### src/rtl/instr_loader.sv
// instr_loader: fills instruction memory from a byte stream before the CPU runs.
// Bytes are packed big-endian into 32-bit words. Each word is written one cycle
// after its last byte is accepted, at word-aligned byte addresses counting up from BASE_ADDR.
// Flow control: valid/ready. in_ready is high only in LOAD and drops for the one-cycle WRITE.
// Ports: clk/reset (async, active-high); start pulse; in_valid/in_data/in_last/in_ready
// byte stream; mem_we/mem_addr/mem_wdata word write port; cpu_hold, done, err, word_count status.
// Optional macro LOADER_CKSUM_EN adds output cksum, the mod-2^32 sum of the words written.
module instr_loader #(
    parameter int          ADDR_W    = 16,
    parameter int unsigned BASE_ADDR = 0,
    parameter int          MAX_WORDS = 16384
) (
    input  logic              clk,
    input  logic              reset,
    input  logic              start,
    input  logic              in_valid,
    input  logic [7:0]        in_data,
    input  logic              in_last,
    output logic              in_ready,
    output logic              mem_we,
    output logic [ADDR_W-1:0] mem_addr,
    output logic [31:0]       mem_wdata,
    output logic              cpu_hold,
    output logic              done,
    output logic              err,
    output logic [15:0]       word_count
`ifdef LOADER_CKSUM_EN
    ,
    output logic [31:0]       cksum
`endif
);

    localparam logic [ADDR_W-1:0] BASE   = ADDR_W'(BASE_ADDR);
    localparam logic [15:0]       MAX_WC = 16'(MAX_WORDS);

    typedef enum logic [1:0] {S_IDLE, S_LOAD, S_WRITE, S_DONE} state_t;

    state_t            state_q, state_d;
    logic [1:0]        idx_q, idx_d;
    logic [31:0]       buf_q, buf_d;
    logic [ADDR_W-1:0] addr_q, addr_d;
    logic              last_q, last_d;
    logic              in_ready_q, in_ready_d;
    logic              mem_we_q, mem_we_d;
    logic [ADDR_W-1:0] mem_addr_q, mem_addr_d;
    logic [31:0]       mem_wdata_q, mem_wdata_d;
    logic              cpu_hold_q, cpu_hold_d;
    logic              done_q, done_d;
    logic              err_q, err_d;
    logic [15:0]       wc_q, wc_d;
    logic [31:0]       cksum_q, cksum_d;
    logic              accept;

    // in_ready_q is high exactly while in LOAD, so it doubles as the accept qualifier.
    assign accept = in_ready_q & in_valid;

    always_comb begin
        state_d     = state_q;
        idx_d       = idx_q;
        buf_d       = buf_q;
        addr_d      = addr_q;
        last_d      = last_q;
        mem_we_d    = 1'b0;
        mem_addr_d  = mem_addr_q;
        mem_wdata_d = mem_wdata_q;
        cpu_hold_d  = cpu_hold_q;
        done_d      = done_q;
        err_d       = err_q;
        wc_d        = wc_q;
        cksum_d     = cksum_q;

        case (state_q)
            S_IDLE, S_DONE: begin
                if (start) begin
                    state_d    = S_LOAD;
                    cpu_hold_d = 1'b1;
                    done_d     = 1'b0;
                    err_d      = 1'b0;
                    wc_d       = '0;
                    addr_d     = BASE;
                    idx_d      = '0;
                    buf_d      = '0;
                    last_d     = 1'b0;
                    cksum_d    = '0;
                end
            end
            S_LOAD: begin
                if (accept) begin
                    case (idx_q)
                        2'd0:    buf_d[31:24] = in_data;
                        2'd1:    buf_d[23:16] = in_data;
                        2'd2:    buf_d[15:8]  = in_data;
                        default: buf_d[7:0]   = in_data;
                    endcase
                    idx_d = idx_q + 2'd1;
                    if (in_last) begin
                        last_d = 1'b1;
                        // A short final word is still written, zero-padded, but the stream was malformed.
                        if (idx_q != 2'd3) begin
                            err_d = 1'b1;
                        end
                    end
                    if (idx_q == 2'd3 || in_last) begin
                        state_d = S_WRITE;
                        // A word arriving once capacity is used up is dropped and ends the session.
                        if (wc_q == MAX_WC) begin
                            err_d = 1'b1;
                        end else begin
                            mem_we_d    = 1'b1;
                            mem_addr_d  = addr_q;
                            mem_wdata_d = buf_d;
                        end
                    end
                end
            end
            S_WRITE: begin
                if (mem_we_q) begin
                    addr_d  = addr_q + ADDR_W'(4);
                    wc_d    = wc_q + 16'd1;
                    cksum_d = cksum_q + mem_wdata_q;
                end
                buf_d   = '0;
                idx_d   = '0;
                // mem_we_q low here means the word was refused for capacity.
                state_d = (last_q || !mem_we_q) ? S_DONE : S_LOAD;
            end
            default: state_d = S_IDLE;
        endcase

        if (state_d == S_DONE) begin
            cpu_hold_d = 1'b0;
            done_d     = 1'b1;
        end
        in_ready_d = (state_d == S_LOAD);
    end

    always_ff @(posedge clk or posedge reset) begin
        if (reset) begin
            state_q     <= S_IDLE;
            idx_q       <= '0;
            buf_q       <= '0;
            addr_q      <= BASE;
            last_q      <= 1'b0;
            in_ready_q  <= 1'b0;
            mem_we_q    <= 1'b0;
            mem_addr_q  <= BASE;
            mem_wdata_q <= '0;
            cpu_hold_q  <= 1'b0;
            done_q      <= 1'b0;
            err_q       <= 1'b0;
            wc_q        <= '0;
            cksum_q     <= '0;
        end else begin
            state_q     <= state_d;
            idx_q       <= idx_d;
            buf_q       <= buf_d;
            addr_q      <= addr_d;
            last_q      <= last_d;
            in_ready_q  <= in_ready_d;
            mem_we_q    <= mem_we_d;
            mem_addr_q  <= mem_addr_d;
            mem_wdata_q <= mem_wdata_d;
            cpu_hold_q  <= cpu_hold_d;
            done_q      <= done_d;
            err_q       <= err_d;
            wc_q        <= wc_d;
            cksum_q     <= cksum_d;
        end
    end

    assign in_ready   = in_ready_q;
    assign mem_we     = mem_we_q;
    assign mem_addr   = mem_addr_q;
    assign mem_wdata  = mem_wdata_q;
    assign cpu_hold   = cpu_hold_q;
    assign done       = done_q;
    assign err        = err_q;
    assign word_count = wc_q;

`ifdef LOADER_CKSUM_EN
    assign cksum = cksum_q;
`else
    // Sum tracking is unused in this build; keep it from reaching any port.
    logic unused_cksum;
    assign unused_cksum = ^cksum_q;
`endif

endmodule

### config.mk
export PLATFORM = sky130hd
export DESIGN_NAME = instr_loader
export DESIGN_NICKNAME = d
export VERILOG_FILES = /design/src/rtl/instr_loader.sv
export SDC_FILE = /design/constraint.sdc
export NUM_CORES = 1
export LEC_CHECK = 0
export CAP_MARGIN = 20
export CORE_MARGIN = 2
export CORE_UTILIZATION = 50
export DETAILED_ROUTE_END_ITERATION = 6
export PLACE_DENSITY = 0.73
export SLEW_MARGIN = 20
export SYNTH_ARGS = -nofsm -noshare
export SYNTH_HDL_FRONTEND = slang
export SYNTH_SLANG_ARGS = --single-unit
### constraint.sdc
create_clock -name clk -period 10.3 [get_ports clk]
set_input_delay 2.06 -clock clk [delete_from_list [all_inputs] [get_ports clk]]
set_output_delay 2.06 -clock clk [all_outputs]
set_load 0.005 [all_outputs]
==> impl_results.md <==
* DR iter-0 viols at 200
* Vias per inst at ~5.8
* CP bufs+invs at 1
* Lkg Pwr at between 3 and 4 nW
* Vias in the first global route at 4217
* CP max stage delay at between 0.7 and 0.8 ns
* Worst setup path start: start
* Port bufs at 79
* Post-synth EDFFs at 0
* Post-synthesis adder-cell area fraction at under 10%
* Simple-gate share of the synthesized area at 13.4%
* Cell with the most instances after synthesis: dfrtp_1
* Gpl congestion at around 0.8
* PostCTS Resize Cnt at 0
* Hold_buf cts at 0
* Least-Margin Pin Slew at between 0.9 and 1 ns
* Skew-Pair Late Insertion Delay at roughly 0.52 ns
* Max-slew headroom at approximately two fifths
* Clock slew at reported path FFs at ~0.06 ns
* Synth Area in Compound Gates at ~15%
* Starting Density at between 50% and 60%
* Die Footprint at between 0.01 and 0.015 mm2
* Synth async-reset ratio at 100%
* Share of cells above drive strength 1 at 11.1%
* Synthesized area at between 0.005 and 0.006 mm2
* GRT overflow at 0
* CP endpoint kind: register
* Worst R2R Start: idx_q[0]
* TNS Setup at 0 ns
* Pre-CTS setup slack at 6.08 ns
* RSZ-0062 raised after global routing: false
* GR met1 Demand/Resource at a little under a third
* Final Power at 1.82 mW
* Die width at roughly 110 um
* Synth Area in XOR/XNOR at 1.25%
* CP top delay family: simple AND/OR/NAND/NOR gates
* Drt pass-1 iters at 4
* Std-Cell Rows at 38
* Setup bufs post-CTS at 0
* # IOs at between 80 and 90
* Nets@finish at ~600
* Ys flop type: dfrtp_1
* Setup Skew at 0.00873 ns
* Largest net degree at the start of global routing at 66
* Synth Area per Inst at approximately 11 um2
* GRT Total Usage at 23.2%
* Power per cell area at 259 mW/mm2
* First-pass GRT wire length at ~21000 um
* Worst path depth at 5
* Synth Instances at a little over 500
* WL per Instance at roughly 18 um
* Initial antenna violation count at 0
* Fmax at 0.272 GHz
* Register area share after synthesis at 52.9%
* Slew Limit Fails at 0
* Clock Tree Buf Depth at 2
* Area share of the leading cell type in the synthesized netlist at around 53%
* DR vias at approximately 4.2k
* Clock tree from TritonCTS: done
* Post-synthesis mux area share at 11.7%
* Worst setup SP type: input pin
* GR Util met2 at between 30% and 40%
* Grt peak-use layer: met2
* Critical Path RT at 10.75 ns
* Hold Crit Class: reg2reg
* Crit path to: word_count[15]
* Final hold vios at 0
* Antenna-violating nets left at 0
* Critical path type: in2reg
* Post-synth top area cell: dfrtp_1
* Clock root buffer: clkbuf_8
* Period minus WS final at 3.68 ns
* MaxCap Viol Count at 0
* DIE HEIGHT at about 110 um
* Clock Sinks at approximately 120
* Dpl hpwl at about 8400 um
* Worst r2r dst: mem_addr[12]
* Crit Path Max Fanout at 11
* # setup viols final at 0
* Reg2Reg Depth at 6
* Outcome: finished, final reports clean
* H-tree depth at 4
* Worst setup margin at 6.62 ns
* Final period util at 35.7%
* Main combinational cell family by area after synthesis: compound AO/OA/AOI/OAI gates
* CTS Buf Count at 17
* CP dominant cell by count: or4_1
* Met3 GRT Util at 5.63%
* Synth cell count leaders: dfrtp_1, o21ai_0, nand2_1
* CORE AREA at about 0.011 mm2
* Yosys warnings at 0
* Crit-path cells: clkdlybuf4s50_1 > nor2b_4 > or4_1 > or4_1 > a21oi_1
* Synth top area cells: dfrtp_1, mux2_1, mux2_2
* Distinct cell type count after synthesis at 41
* Area growth from synthesis to layout at 25.9%
* Diodes inserted at 0
* Reg2reg setup slack at around 7.6 ns
* Max IR drop VDD at approximately 130 uV
* Crit path max-delay cell type: or4_1
* Critical path arrival at between 4 and 5 ns
* Wirelength, routed at 13000 um
* Post-route DRC at 0
* Register bit total from synthesis at ~120
final cells by class:
cell class | count | area (um2)
Clock buffer | 25 | 494
Clock inverter | 7 | 92.6
Fill cell | 855 | 3850
Inverter | 12 | 47.5
Multi-Input combinational cell | 347 | 2450
Sequential cell | 118 | 2950
Tap cell | 140 | 175
Timing Repair Buffer | 83 | 821
report_power, final:
group | internal (mW) | switching (mW)
Clock | 0.375 | 0.202
Sequential | 0.578 | 0.0641
Combinational | 0.293 | 0.311
Total | 1.25 | 0.577
layout by cell type, fill, tap and decap left out, types with 3 or more instances in the layout:
cell type and instances:
clkbuf_8 6, nor2_1 12, a22oi_1 22, dfrtp_1 118
clkbuf_1 3, or4_1 3, buf_4 4, xnor2_1 6
a22o_1 5, clkbuf_16 16, clkdlybuf4s50_1 79, nor3b_1 8
nor2b_1 24, mux2_2 28, nand2_1 31, clkinvlp_4 3
nand3_1 12, o21ai_0 32, or3_1 16, nand4_1 4
nor4b_1 5, inv_1 11, a21o_1 23, ha_1 9
a211oi_1 3, a21oi_1 30, mux2_1 29, o21ai_1 20
and4_1 4
registers in the layout, summed over array words and instances, names as in the netlist:
signal,cells
state_q,2
cpu_hold,1
mem_wdata,32
err,1
idx_q,2
last_q,1
mem_addr,14
word_count,16
buf_q,32
in_ready,1
addr_q,14
done,1
mem_we,1
worst min-delay path by stage:
stage | from | to | slack (ns) | depth (start not counted)
floorplan | buf_q[26] | buf_q[26] | 0.46 | 1
global placement | mem_wdata[12] | mem_wdata[12] | 0.47 | 1
detailed placement | mem_wdata[16] | mem_wdata[16] | 0.47 | 1
CTS | mem_wdata[15] | mem_wdata[15] | 0.49 | 1
global route | mem_wdata[16] | mem_wdata[16] | 0.49 | 1
finish | mem_wdata[15] | mem_wdata[15] | 0.48 | 1
metrics by stage:
stage,std cells,instance area (um2),hold WS (ns),utilization (%)
2_1_floorplan,507,5590,0.462,-
3_3_place_gp,700,6450,0.468,59.2
3_5_place_dp,700,6450,0.474,59.2
4_1_cts,732,7030,0.487,64.6
5_1_grt,732,7030,0.491,64.6
6_report,732,7030,0.482,64.6
per-layer routing:
| metal | part of all wire [%] | up-vias |
|---|---|---|
| met2 | 49 | 105 |
| met3 | 5.2 | 21 |
| met1 | 44 | 2107 |
| li1 | - | 1985 |
| met4 | 1.5 | 0 |
| met5 | 0 | - |
cell families (layout without fill, tap and decap cells):
logic type | after synthesis | in the layout
buf+inv | 42 | 127
other cells | 1 | 2
xor+xnor | 8 | 8
fa+ha+maj | 9 | 9
mux | 58 | 58
compound gates | 139 | 139
flops | 118 | 118
simple gates | 131 | 131
Note: power is estimated with default switching activity, not from simulation.
